### src/rtl/rv32i_types.sv
// Shared RV32I load/store encodings and data-memory FSM state for the MEM stage.
package rv32i_types;

  typedef enum logic [2:0] {
    lb  = 3'b000,
    lh  = 3'b001,
    lw  = 3'b010,
    lbu = 3'b100,
    lhu = 3'b101
  } load_funct3_t;

  typedef enum logic [2:0] {
    sb = 3'b000,
    sh = 3'b001,
    sw = 3'b010
  } store_funct3_t;

  typedef enum logic [1:0] {IDLE, ACCESS, DONE} dmem_state_t;

  function automatic logic is_load(input logic [2:0] f3);
    return f3 inside {3'(lb), 3'(lh), 3'(lw), 3'(lbu), 3'(lhu)};
  endfunction

  function automatic logic is_store(input logic [2:0] f3);
    return f3 inside {3'(sb), 3'(sh), 3'(sw)};
  endfunction

  // Low two funct3 bits encode access size for both loads and stores.
  function automatic logic misaligned(input logic [2:0] f3, input logic [1:0] off);
    return (f3[1:0] == 2'b10 && off != 2'b00) || (f3[1:0] == 2'b01 && off[0]);
  endfunction

endpackage

### src/rtl/load_align.sv
// Picks the addressed byte/half lane out of a read word and sign/zero-extends it.
module load_align
  import rv32i_types::*;
(
  input  logic [31:0] rdata,
  input  logic [1:0]  offset,
  input  logic [2:0]  funct3,
  output logic [31:0] word
);

  logic [7:0]  byte_lane;
  logic [15:0] half_lane;

  assign byte_lane = rdata[8*offset +: 8];
  assign half_lane = offset[1] ? rdata[31:16] : rdata[15:0];

  always_comb begin
    word = rdata;
    case (funct3)
      3'(lb):  word = {{24{byte_lane[7]}}, byte_lane};
      3'(lbu): word = {24'h0, byte_lane};
      3'(lh):  word = {{16{half_lane[15]}}, half_lane};
      3'(lhu): word = {16'h0, half_lane};
      default: word = rdata;
    endcase
  end

endmodule

### src/rtl/dmem_access_unit.sv
// MEM-stage data-cache interface: request strobes, lane steering, load formatting and stall control.
module dmem_access_unit
  import rv32i_types::*;
(
  input  logic        clk,
  input  logic        rst,
  input  logic        ex_mem_valid,
  input  logic        mem_read,
  input  logic        mem_write,
  input  logic [2:0]  funct3,
  input  logic [31:0] alu_out,
  input  logic [31:0] rs2_data,
  input  logic        advance,
  output logic        data_mem_read,
  output logic        data_mem_write,
  output logic [31:0] data_mem_address,
  output logic [3:0]  data_mbe,
  output logic [31:0] data_mem_wdata,
  input  logic        data_mem_resp,
  input  logic [31:0] data_mem_rdata,
  output logic [31:0] load_data,
  output logic        mem_stall,
  output logic        mem_err,
  output logic [31:0] stall_cycles
);

  dmem_state_t state, state_nxt;
  logic [1:0]  off;
  logic        bad, pending, resp_cycle, load_resp;
  logic [31:0] fmt, load_q;

  assign off = alu_out[1:0];

  always_comb begin
    bad = 1'b0;
    if (mem_read && mem_write) bad = 1'b1;
    else if (mem_read)         bad = !is_load(funct3)  || misaligned(funct3, off);
    else if (mem_write)        bad = !is_store(funct3) || misaligned(funct3, off);
  end

  assign mem_err    = !rst && ex_mem_valid && bad;
  assign pending    = !rst && ex_mem_valid && (mem_read ^ mem_write) && !mem_err &&
                      (state != DONE);
  assign resp_cycle = pending && data_mem_resp;
  assign load_resp  = resp_cycle && mem_read;

  assign data_mem_read    = pending && mem_read;
  assign data_mem_write   = pending && mem_write;
  assign mem_stall        = pending && !data_mem_resp;
  assign data_mem_address = {alu_out[31:2], 2'b00};
  assign data_mem_wdata   = rs2_data << {off, 3'b000};

  always_comb begin
    data_mbe = 4'hF;
    if (!mem_read) begin
      case (funct3[1:0])
        2'b00:   data_mbe = 4'b0001 << off;
        2'b01:   data_mbe = 4'b0011 << off;
        default: data_mbe = 4'hF;
      endcase
    end
  end

  load_align u_align (
    .rdata  (data_mem_rdata),
    .offset (off),
    .funct3 (funct3),
    .word   (fmt)
  );

  assign load_data = load_resp ? fmt : load_q;

  always_comb begin
    state_nxt = state;
    case (state)
      IDLE, ACCESS: begin
        if (!pending)          state_nxt = IDLE;
        else if (data_mem_resp) state_nxt = advance ? IDLE : DONE;
        else                   state_nxt = ACCESS;
      end
      DONE:    if (advance) state_nxt = IDLE;
      default: state_nxt = IDLE;
    endcase
  end

  always_ff @(posedge clk) begin
    if (rst) begin
      state        <= IDLE;
      load_q       <= '0;
      stall_cycles <= '0;
    end else begin
      state <= state_nxt;
      if (load_resp) load_q <= fmt;
      if (mem_stall && stall_cycles != '1) stall_cycles <= stall_cycles + 32'd1;
    end
  end

endmodule

### config.mk
export PLATFORM = sky130hd
export DESIGN_NAME = dmem_access_unit
export DESIGN_NICKNAME = d
export VERILOG_FILES = /design/src/rtl/rv32i_types.sv /design/src/rtl/load_align.sv /design/src/rtl/dmem_access_unit.sv
export SDC_FILE = /design/constraint.sdc
export NUM_CORES = 1
export LEC_CHECK = 0
export CAP_MARGIN = 20
export CORE_MARGIN = 4
export CORE_UTILIZATION = 53
export DETAILED_ROUTE_END_ITERATION = 8
export DONT_BUFFER_PORTS = 1
export HOLD_SLACK_MARGIN = 0.1
export PLACE_DENSITY_LB_ADDON = 0.2
export SYNTH_ARGS = -nofsm -noshare
export SYNTH_HDL_FRONTEND = slang
export SYNTH_SLANG_ARGS = --single-unit
export TNS_END_PERCENT = 20
### constraint.sdc
create_clock -name clk -period 4.83 [get_ports clk]
set_input_delay 0.966 -clock clk [delete_from_list [all_inputs] [get_ports clk]]
set_output_delay 0.966 -clock clk [all_outputs]
set_load 0.03 [all_outputs]
==> impl_metrics.tcl <==
set metrics [dict create \
    synth_compound_area_share_pct 23.9 \
    wl_per_cell_um 21.1 \
    finalPower_uw 1300 \
    cellLeakagePower_uw 0.00172 \
    tightest_slew_ns 1.03 \
    synth_edf_count 0 \
    insertion_delay_ns 0.34 \
    ctsHoldBuffers 0 \
    synthMuxAreaShare_pct 7.67 \
    syn_inst 606 \
    gp_congestion 0.852 \
    row_count 33 \
    via_per_inst 6.68 \
    holdPathEnd "state[0]" \
    post_cts_buffers 0 \
    yosys_warnings 0 \
    dp_hpwl_um 10600 \
    period_share_pct 88.3 \
    rsz0062_at_grt "no" \
    start_util_pct 55.3 \
    layout_commonest_cell "nand2_1" \
    status "completed" \
    cts_root_buf "clkbuf_8" \
    dieArea_mm2 0.0103 \
    numCtsBuffers 9 \
    worstPathMaxFanout 25 \
    setup_viol_count_final 0 \
    layout-drive-gt1-share_pct 11.3 \
    startpoint "mem_read" \
    arrival_ns 3.30 \
    reg2reg_from "stall_cycles[6]" \
    route.detailed.drc 0 \
    grt_max_degree 69 \
    rr_endpoint "stall_cycles[31]" \
    synth-xor-area-share_pct 0 \
    cap_violations 0 \
    antenna_found_initial 0 \
    finClkSkew_ns 0.00996 \
    cp-end-kind "output port" \
    first_global_vias 4062 \
    peakVddDrop_v 0.000210 \
    synth_ff_type "dfxtp_1" \
    synth_cell_types 53 \
    hold_viol 0 \
    vias 4526 \
    fin_tns_setup_ns 0 \
    relSlewSlack_pct 30.3 \
    pin_count 242 \
    final_core_util_pct 56.7 \
    cp-start-kind "primary input" \
    fp.coreArea_mm2 0.00834 \
    synth_top_family_by_area "simple AND/OR/NAND/NOR gates" \
    clkTransAtPathRegs_ns 0.07 \
    cts.sinks 66 \
    yosys.area_share.simple_pct 28.1 \
    area_growth_pct 2.44 \
    drtIter0Drc 302 \
    cts_buffer_depth 2 \
    ys_seq_area_share_pct 28.6 \
    track_usage_pct 26.4 \
    final_cell_mix "nand2_1, dfxtp_1, nor2_1" \
    layout.nets 676 \
    n_antenna_cell 0 \
    grt_pass1_wl_um 21500 \
    worstPathRequired_ns 3.86 \
    hold_path.class "reg2reg" \
    fp.dieH_um 101 \
    fin_crit_ns 4.26 \
    overflow 0 \
    tritoncts "yes" \
    ys_ff_latch 66 \
    antenna_left 0 \
    routed_wl_um 14300 \
    final_max_slew_viol_count 0 \
    htreeDepth 3 \
    crit_type "in2out" \
    yosys.area_share.adder_pct 0.542 \
    dieWidth_um 101 \
    syn_avg_cell_area_um2 7.62 \
    synth_area_mm2 0.00462 \
    max_freq_mhz 235 \
    p_per_area_mw_per_mm2 274 \
    post_cts_resized 0 \
    portBuffers 0 \
    reg2reg_depth 5 \
    rrSetupSlack_ns 1.85 \
    worst_hold_startpoint "state[1]" \
    dr.pass1.iters 5 \
    hold_depth 1 \
    synthArstFlopShare_pct 0 \
]
==> cell type report <==
cell class / instances / area (um2)
inverter: 10 / 37.5
multi-input combinational: 454 / 2790
fill: 822 / 3610
sequential: 66 / 1320
timing repair buffer: 27 / 203
clock inverter: 6 / 114
clock buffer: 10 / 128
tap: 105 / 131
==> synth_stat cells, drive strengths merged, types with 3 or more instances <==
cell type,n,area share (%)
and3,4,0.54
dfxtp,66,29
clkbuf,25,2.0
o311ai,3,0.57
nand2,72,5.9
or4,16,2.7
nand3,13,1.4
nand4,12,1.6
a221oi,7,2.0
mux2i,23,5.0
o31ai,19,3.4
a41oi,5,1.1
inv,10,0.81
nor3,13,1.4
and2,13,1.8
or3,10,1.4
o41ai,4,0.76
buf,52,8.2
nor2b,20,2.7
a211oi,24,3.9
nor2,64,5.2
mux2,9,2.2
nor4,9,1.2
nor4b,3,0.57
a21oi,57,6.2
o21ai,18,2.0
and4,4,0.76
nand2b,3,0.41
o211ai,6,0.98
o22a,5,0.95
==> report_power, final <==
part | leakage, uW | switching (uW) | internal (uW)
Clock | 0.000113 | 227 | 345
Sequential | 0.000532 | 1.81 | 547
Combinational | 0.00107 | 124 | 50.1
Total | 0.00172 | 353 | 943
==> kinds of logic (layout without fill, tap and decap cells) <==
group,count (synthesis),after routing
buf+inv,87,53
mux,33,33
other cells,1,2
simple gates,259,259
flops,66,66
compound gates,158,158
fa+ha+maj,2,2
==> layer usage <==
metal  wire [um]  share of wire, %  up-vias  global-route usage, %
li1            -                 -     2111                      -
met1        5670                40     2200                   31.9
met2        7080                50      182                   45.6
met3        1250               8.7       33                   7.58
met4         294               2.1        0                   7.77
met5           0                 0        -                      0
==> state kept, by name, indices dropped and copies added (netlist names) <==
signal,count
stall_cycles,32
state,2
load_q,32
==> how the worst max path moves through the flow <==
stage | end | slack (ns) | cells past startpoint
floorplan | load_data[3] | 0.81 | 7
global placement | load_data[29] | 0.67 | 7
detailed placement | load_data[21] | 0.61 | 7
CTS | load_data[21] | 0.61 | 7
global route | load_data[21] | 0.45 | 7
finish | load_data[21] | 0.57 | 7
==> worst max-delay path, cell delays in order <==
cell     delay (ns)
ha_1           0.26
inv_1          0.05
or4_1          0.62
or3_1          0.42
a31oi_4        0.59
a21oi_1        0.17
buf_4          0.21
==> stage by stage <==
stage          std cells  hold WS, ns  area (um2)  setup WS, ns
4_1_cts              678        0.438        4730         0.608
5_1_grt              678        0.444        4730         0.446
2_1_floorplan        607        0.417        4620         0.814
6_report             678        0.434        4730         0.567
3_3_place_gp         662        0.418        4490         0.672
3_5_place_dp         662        0.429        4490         0.612
No activity file was read; power rests on OpenSTA's default activity.
==> RTL edit 1, RTL diff (same flow settings) <==
Register the output `mem_err`, with the module's reset; this adds one clock of latency there. The other outputs are not delayed to match.
--- a/src/rtl/dmem_access_unit.sv
+++ b/src/rtl/dmem_access_unit.sv
@@ -25,4 +25,6 @@
 );
 
+  logic mem_err_d;
+
   dmem_state_t state, state_nxt;
   logic [1:0]  off;
@@ -39,6 +41,6 @@
   end
 
-  assign mem_err    = !rst && ex_mem_valid && bad;
-  assign pending    = !rst && ex_mem_valid && (mem_read ^ mem_write) && !mem_err &&
+  assign mem_err_d  = !rst && ex_mem_valid && bad;
+  assign pending    = !rst && ex_mem_valid && (mem_read ^ mem_write) && !mem_err_d &&
                       (state != DONE);
   assign resp_cycle = pending && data_mem_resp;
@@ -96,4 +98,12 @@
   end
 
+  always_ff @(posedge clk) begin
+    if (rst) begin
+      mem_err <= '0;
+    end else begin
+      mem_err <= mem_err_d;
+    end
+  end
+
 endmodule
 
Formal check against the unedited RTL: not equivalent (Yosys sat finds a counterexample within 4 cycles, from zero or initial values and one cycle with rst high).
==> RTL edit 1 against the original RTL <==
  * Clock skew is 0.77 ps lower
  * Cell area decreased by 3.5%
  * Register-to-register slack gained 250 ps
  * Count of clock-buffer cells in the layout increased by 2
  * Routed wire length down 6.3%
  * Synthesized cell count fell by 0.33%
  * Total power is 7.6% lower
  * Via count is 3.4% lower
  * Critical path type unchanged
  * Sequential cell count is 1 higher
  * Synthesized area decreased by 0.57%
  * Critical path depth decreased by 1
  * Setup slack better by 110 ps
  * Cell count shrank 2.7%
==> RTL edit 1: results (changes against the original RTL) <==
========================================================================
Status                                                      finished clean
Crit-path max cell delay                                          760 ps   +140 ps
Most frequent cells after synthesis                         sky130_fd_sc_hd__a21oi_1, sky130_fd_sc_hd__dfxtp_1, sky130_fd_sc_hd__nor2_1
Arrival time at the worst endpoint                               3190 ps   -110 ps
Post-detailed-placement cell area                            0.00437 mm2   -2.6%
Wire length of the first global-routing pass                    21000 um   -2.4%
Source of the worst register-to-register timing path        stall_cycles[0]$_SDFFE_PP0P_
Total global routing track utilization                             25.4%   -1.0 points
Placed cell count                                                    644   -2.7%
Proportion of synthesized chip area in sequential cells            29.2%   +0.60 points
GRT met1 Usage                                                     32.2%   +0.28 points
Layout Nets                                                          658   -2.7%
Top post-synthesis cells by area                            sky130_fd_sc_hd__dfxtp_1, sky130_fd_sc_hd__a21oi_1, sky130_fd_sc_hd__buf_4
Pre-Repair DR Iteration Count                                          4   -1
Final core area utilization                                        55.0%   -1.7 points
Max rail drop VDD                                               0.199 mV   -5.1%
Sum of net half-perimeters after detailed placement              9850 um   -6.9%
Total number of vias                                                4370   -3.4%
Clock Skews                                                      9.20 ps   -0.766 ps
DRC violation total after the first TritonRoute iteration            144   -52%
Met3 track demand over resource in global routing                  10.3%   +2.7 points
Cell variety after synth                                              55   +3.8%
End of the worst register-to-register path                  stall_cycles[12]$_SDFFE_PP0P_
Worst slew pin tran                                              1010 ps   -22.2 ps
R2R setup slack                                                  2100 ps   +250 ps
Routed vias/inst                                                    6.62   -0.81%
Mapped Avg Cell Area                                            7.60 um2   -0.24%
Leakage power figure                                             1.55 nW   -9.4%
Detailed Route WL                                               13400 um   -6.3%
========================================================================
## RTL edit 1: cell type report
cell class	instances	share of cell area (%)
Clock inverter	4	1.10
Tap cell	105	2.88
Clock buffer	12	3.18
Sequential cell	67	29.4
Timing Repair Buffer	12	1.97
Inverter	9	0.740
Multi-Input combinational cell	451	60.7
## RTL edit 1: how the worst max path moves through the flow
| stage | endpoint | slack, ps | from |
|---|---|---|---|
| after floorplan | load_data[17] | 1090 | funct3[0] |
| after global placement | load_data[15] | 730 | mem_read |
| after detailed placement | load_data[15] | 700 | mem_read |
| after CTS | load_data[15] | 710 | mem_read |
| after global routing | load_data[31] | 500 | mem_read |
| final | load_data[15] | 670 | mem_read |
## RTL edit 1: power by group
group | internal, mW | total (mW) | switching (mW)
registers | 0.556 | 0.559 | 0.00285
logic | 0.0503 | 0.173 | 0.123
clock network | 0.252 | 0.465 | 0.213
## RTL edit 1: logic make-up after synthesis
logic type,count (synthesis),share of synthesized area (%)
AO/OA/AOI/OAI,187,26.5
adder cells (fa/ha/maj),2,0.545
buffers and inverters,87,10.4
flip-flops,67,29.2
multiplexers,34,7.74
other,1,0.0817
AND/OR/NAND/NOR,226,25.5
## RTL edit 1: layer usage
metal  part of all wire (%)  wire [um]
met3                     10       1370
met2                     48       6390
met1                     40       5380
met5                      0          0
met4                    1.8        241
## RTL edit 1: through the flow
step | hold WS [ps] | total power, mW
6_report | 437 | 1.20
5_1_grt | 462 | 1.24
4_1_cts | 440 | 1.21
3_5_place_dp | 430 | 0.745
3_3_place_gp | 423 | 0.742
2_1_floorplan | 417 | 0.796
==> RTL edit 2, RTL diff (same flow settings) <==
Without the edit above. Encoding of `dmem_state_t`: now one-hot (3 bits for 3 states).
--- a/src/rtl/rv32i_types.sv
+++ b/src/rtl/rv32i_types.sv
@@ -16,5 +16,5 @@
   } store_funct3_t;
 
-  typedef enum logic [1:0] {IDLE, ACCESS, DONE} dmem_state_t;
+  typedef enum logic [2:0] {IDLE = 3'b001, ACCESS = 3'b010, DONE = 3'b100} dmem_state_t;
 
   function automatic logic is_load(input logic [2:0] f3);
Formal check against the unedited RTL: no difference found for any inputs over 10 cycles, from zero or initial values and one cycle with rst high; not proved beyond that.
==> RTL edit 2 against the original RTL <==
  * Routed wire length is 7.8% lower
  * Clock power is 18% lower
  * Synthesized area is 0.73% higher
  * Clock skew is 0.72 ps lower
  * Core utilization is 1.0 points higher
  * Setup slack worse by 71 ps
  * Cell area is 2.3% higher
  * Sequential power is 2% higher
  * Via count is 2.4% lower
  * Die area is 0.67% higher
  * Total power is 6.5% lower
  * Sequential cell count is 1 higher
  * Largest cell class unchanged
  * Highest routed layer unchanged
==> RTL edit 2: results (changes against the original RTL) <==
=================================================================================
Status                                                               finished clean
Worst slew pin tran                                                       1050 ps   +15.0 ps
Cells on worst reg2reg path                                                     5   unchanged
Ratio of cells with drive above 1 in the final layout                       11.7%   +0.31 points
Max rail drop VDD                                                        0.167 mV   -21%
End of the worst register-to-register path                           stall_cycles[17]$_SDFFE_PP0P_
Register clock-pin slew on the reported worst setup and hold paths          70 ps   about the same
Inserted Diodes                                                                 0   unchanged
Share of cell area taken by muxes after synthesis                           10.5%   +2.9 points
R2R setup slack                                                           2060 ps   +210 ps
Placer congestion estimate                                                  0.900   +5.7%
Final worst hold slack                                                     460 ps   +26.8 ps
Most frequent cells after synthesis                                  sky130_fd_sc_hd__nor2_1, sky130_fd_sc_hd__dfxtp_1, sky130_fd_sc_hd__a21oi_1
Sum of net half-perimeters after detailed placement                       9750 um   -7.9%
Share of synthesized registers carrying an async set or reset                  0%   unchanged
Met2 routed wirelength                                                    6390 um   -9.7%
Number of setup buffers added after CTS                                         0   unchanged
Adder and majority cell fraction of the synthesized area                   0.538%   -0.0039 points
Endpoint of the worst hold-timing path                               state[1]$_SDFFE_PP0P_
Total number of vias                                                         4416   -2.4%
Arrival time at the worst endpoint                                        3370 ps   +70 ps
Compound-gate portion of the synthesized area                               20.8%   -3.2 points
Mapped Avg Cell Area                                                     7.56 um2   -0.74%
Hold Startpoint                                                      state[2]$_SDFFE_PP0P_
Via count of the first global-routing pass                                   4108   +1.1%
DRC violation total after the first TritonRoute iteration                     141   -53%
Pre-Repair DR Iteration Count                                                   5   unchanged
Placed cell count                                                             682   +3.0%
Wire length of the first global-routing pass                             20600 um   -4.3%
Leakage power figure                                                      1.82 nW   +5.9%
Layout Nets                                                                   696   +3.0%
Routed len/inst                                                           18.9 um   -10%
Maximum fanout along the worst path                                            32   +28%
Clock Skews                                                               9.25 ps   -0.715 ps
Tightest Hold Check Type                                                  reg2reg
Level count of the clock H-tree                                                 3   unchanged
Antenna violations before repair                                                0   unchanged
Largest net degree at the start of global routing                              83   +20%
Count of warnings emitted by yosys                                              0   unchanged
Total global routing track utilization                                      24.9%   -1.5 points
Detail Route met3 WL                                                      1370 um   +9.5%
Biggest regs                                                         load_q x32, stall_cycles x32, state x3
XOR/XNOR share of the synthesized area                                     0.188%   +0.19 points
Routed length on met1                                                     5150 um   -9.1%
Cell variety after synth                                                       50   -5.7%
Source of the worst register-to-register timing path                 stall_cycles[3]$_SDFFE_PP0P_
Routed vias/inst                                                             6.34   -5.1%
Final total negative setup slack                                             0 ps   unchanged
Proportion of synthesized chip area in sequential cells                     28.8%   +0.22 points
Top post-synthesis cells by area                                     sky130_fd_sc_hd__dfxtp_1, sky130_fd_sc_hd__mux2i_1, sky130_fd_sc_hd__a21oi_1
=================================================================================
RTL edit 2: changes by cell type in the layout (fill, tap and decap cells not counted), sizes merged, moves of 6 or more:
cell / change
o21ai: +15
a211oi: +7
a221oi: -6
o22ai: +7
mux2i: +9
nand2: -30
nor2b: +19
buf: +9
nor2: +6
RTL edit 2: layer usage:
layer	vias to the layer above	global-route usage, %
li1	2153	-
met1	2045	28.6
met2	183	41.1
met3	35	11.5
met4	0	8.38
met5	-	0
RTL edit 2: critical path: cells and delay by family:
family                 cells  cell delay (ps)
buffers and inverters      2              500
and+or+nand+nor            2             1160
AOI/OAI and AO/OA          3              730
RTL edit 2: area by class of cell:
type	count	area [um2]
Clock buffer	11	141
Inverter	8	30.0
Timing Repair Buffer	36	270
Fill cell	796	3540
Tap cell	105	131
Clock inverter	4	51.3
Multi-Input combinational cell	466	2870
Sequential cell	67	1340
RTL edit 2: stage by stage:
step           power [mW]  instance area [um2]  setup slack (ps)
2_1_floorplan       0.800                 4650               807
3_3_place_gp        0.755                 4640               529
3_5_place_dp        0.757                 4640               484
4_1_cts              1.22                 4840               469
5_1_grt              1.26                 4840               284
6_report             1.21                 4840               496
RTL edit 2: how the worst max path moves through the flow:
stage | slack, ps | to | depth (start not counted) | from
after floorplan | 810 | load_data[4] | 6 | funct3[0]
after global placement | 530 | load_data[26] | 7 | funct3[0]
after detailed placement | 480 | load_data[24] | 7 | funct3[0]
after CTS | 470 | load_data[24] | 7 | funct3[0]
after global routing | 280 | load_data[28] | 7 | funct3[0]
final | 500 | load_data[24] | 7 | funct3[0]
RTL edit 2: kinds of logic (layout without fill, tap and decap cells):
group,after synthesis,count (layout)
xor gates and xnor gates,1,1
muxes,46,46
AOI/OAI and AO/OA,157,157
buffers and inverters,83,59
and+or+nand+nor,258,258
adders and majority gates,2,2
other,1,2
DFF,67,67
RTL edit 2: where the power goes:
part	switching [mW]	internal, mW
Combinational	0.126	0.0598
Clock	0.218	0.250
Sequential	0.00186	0.556
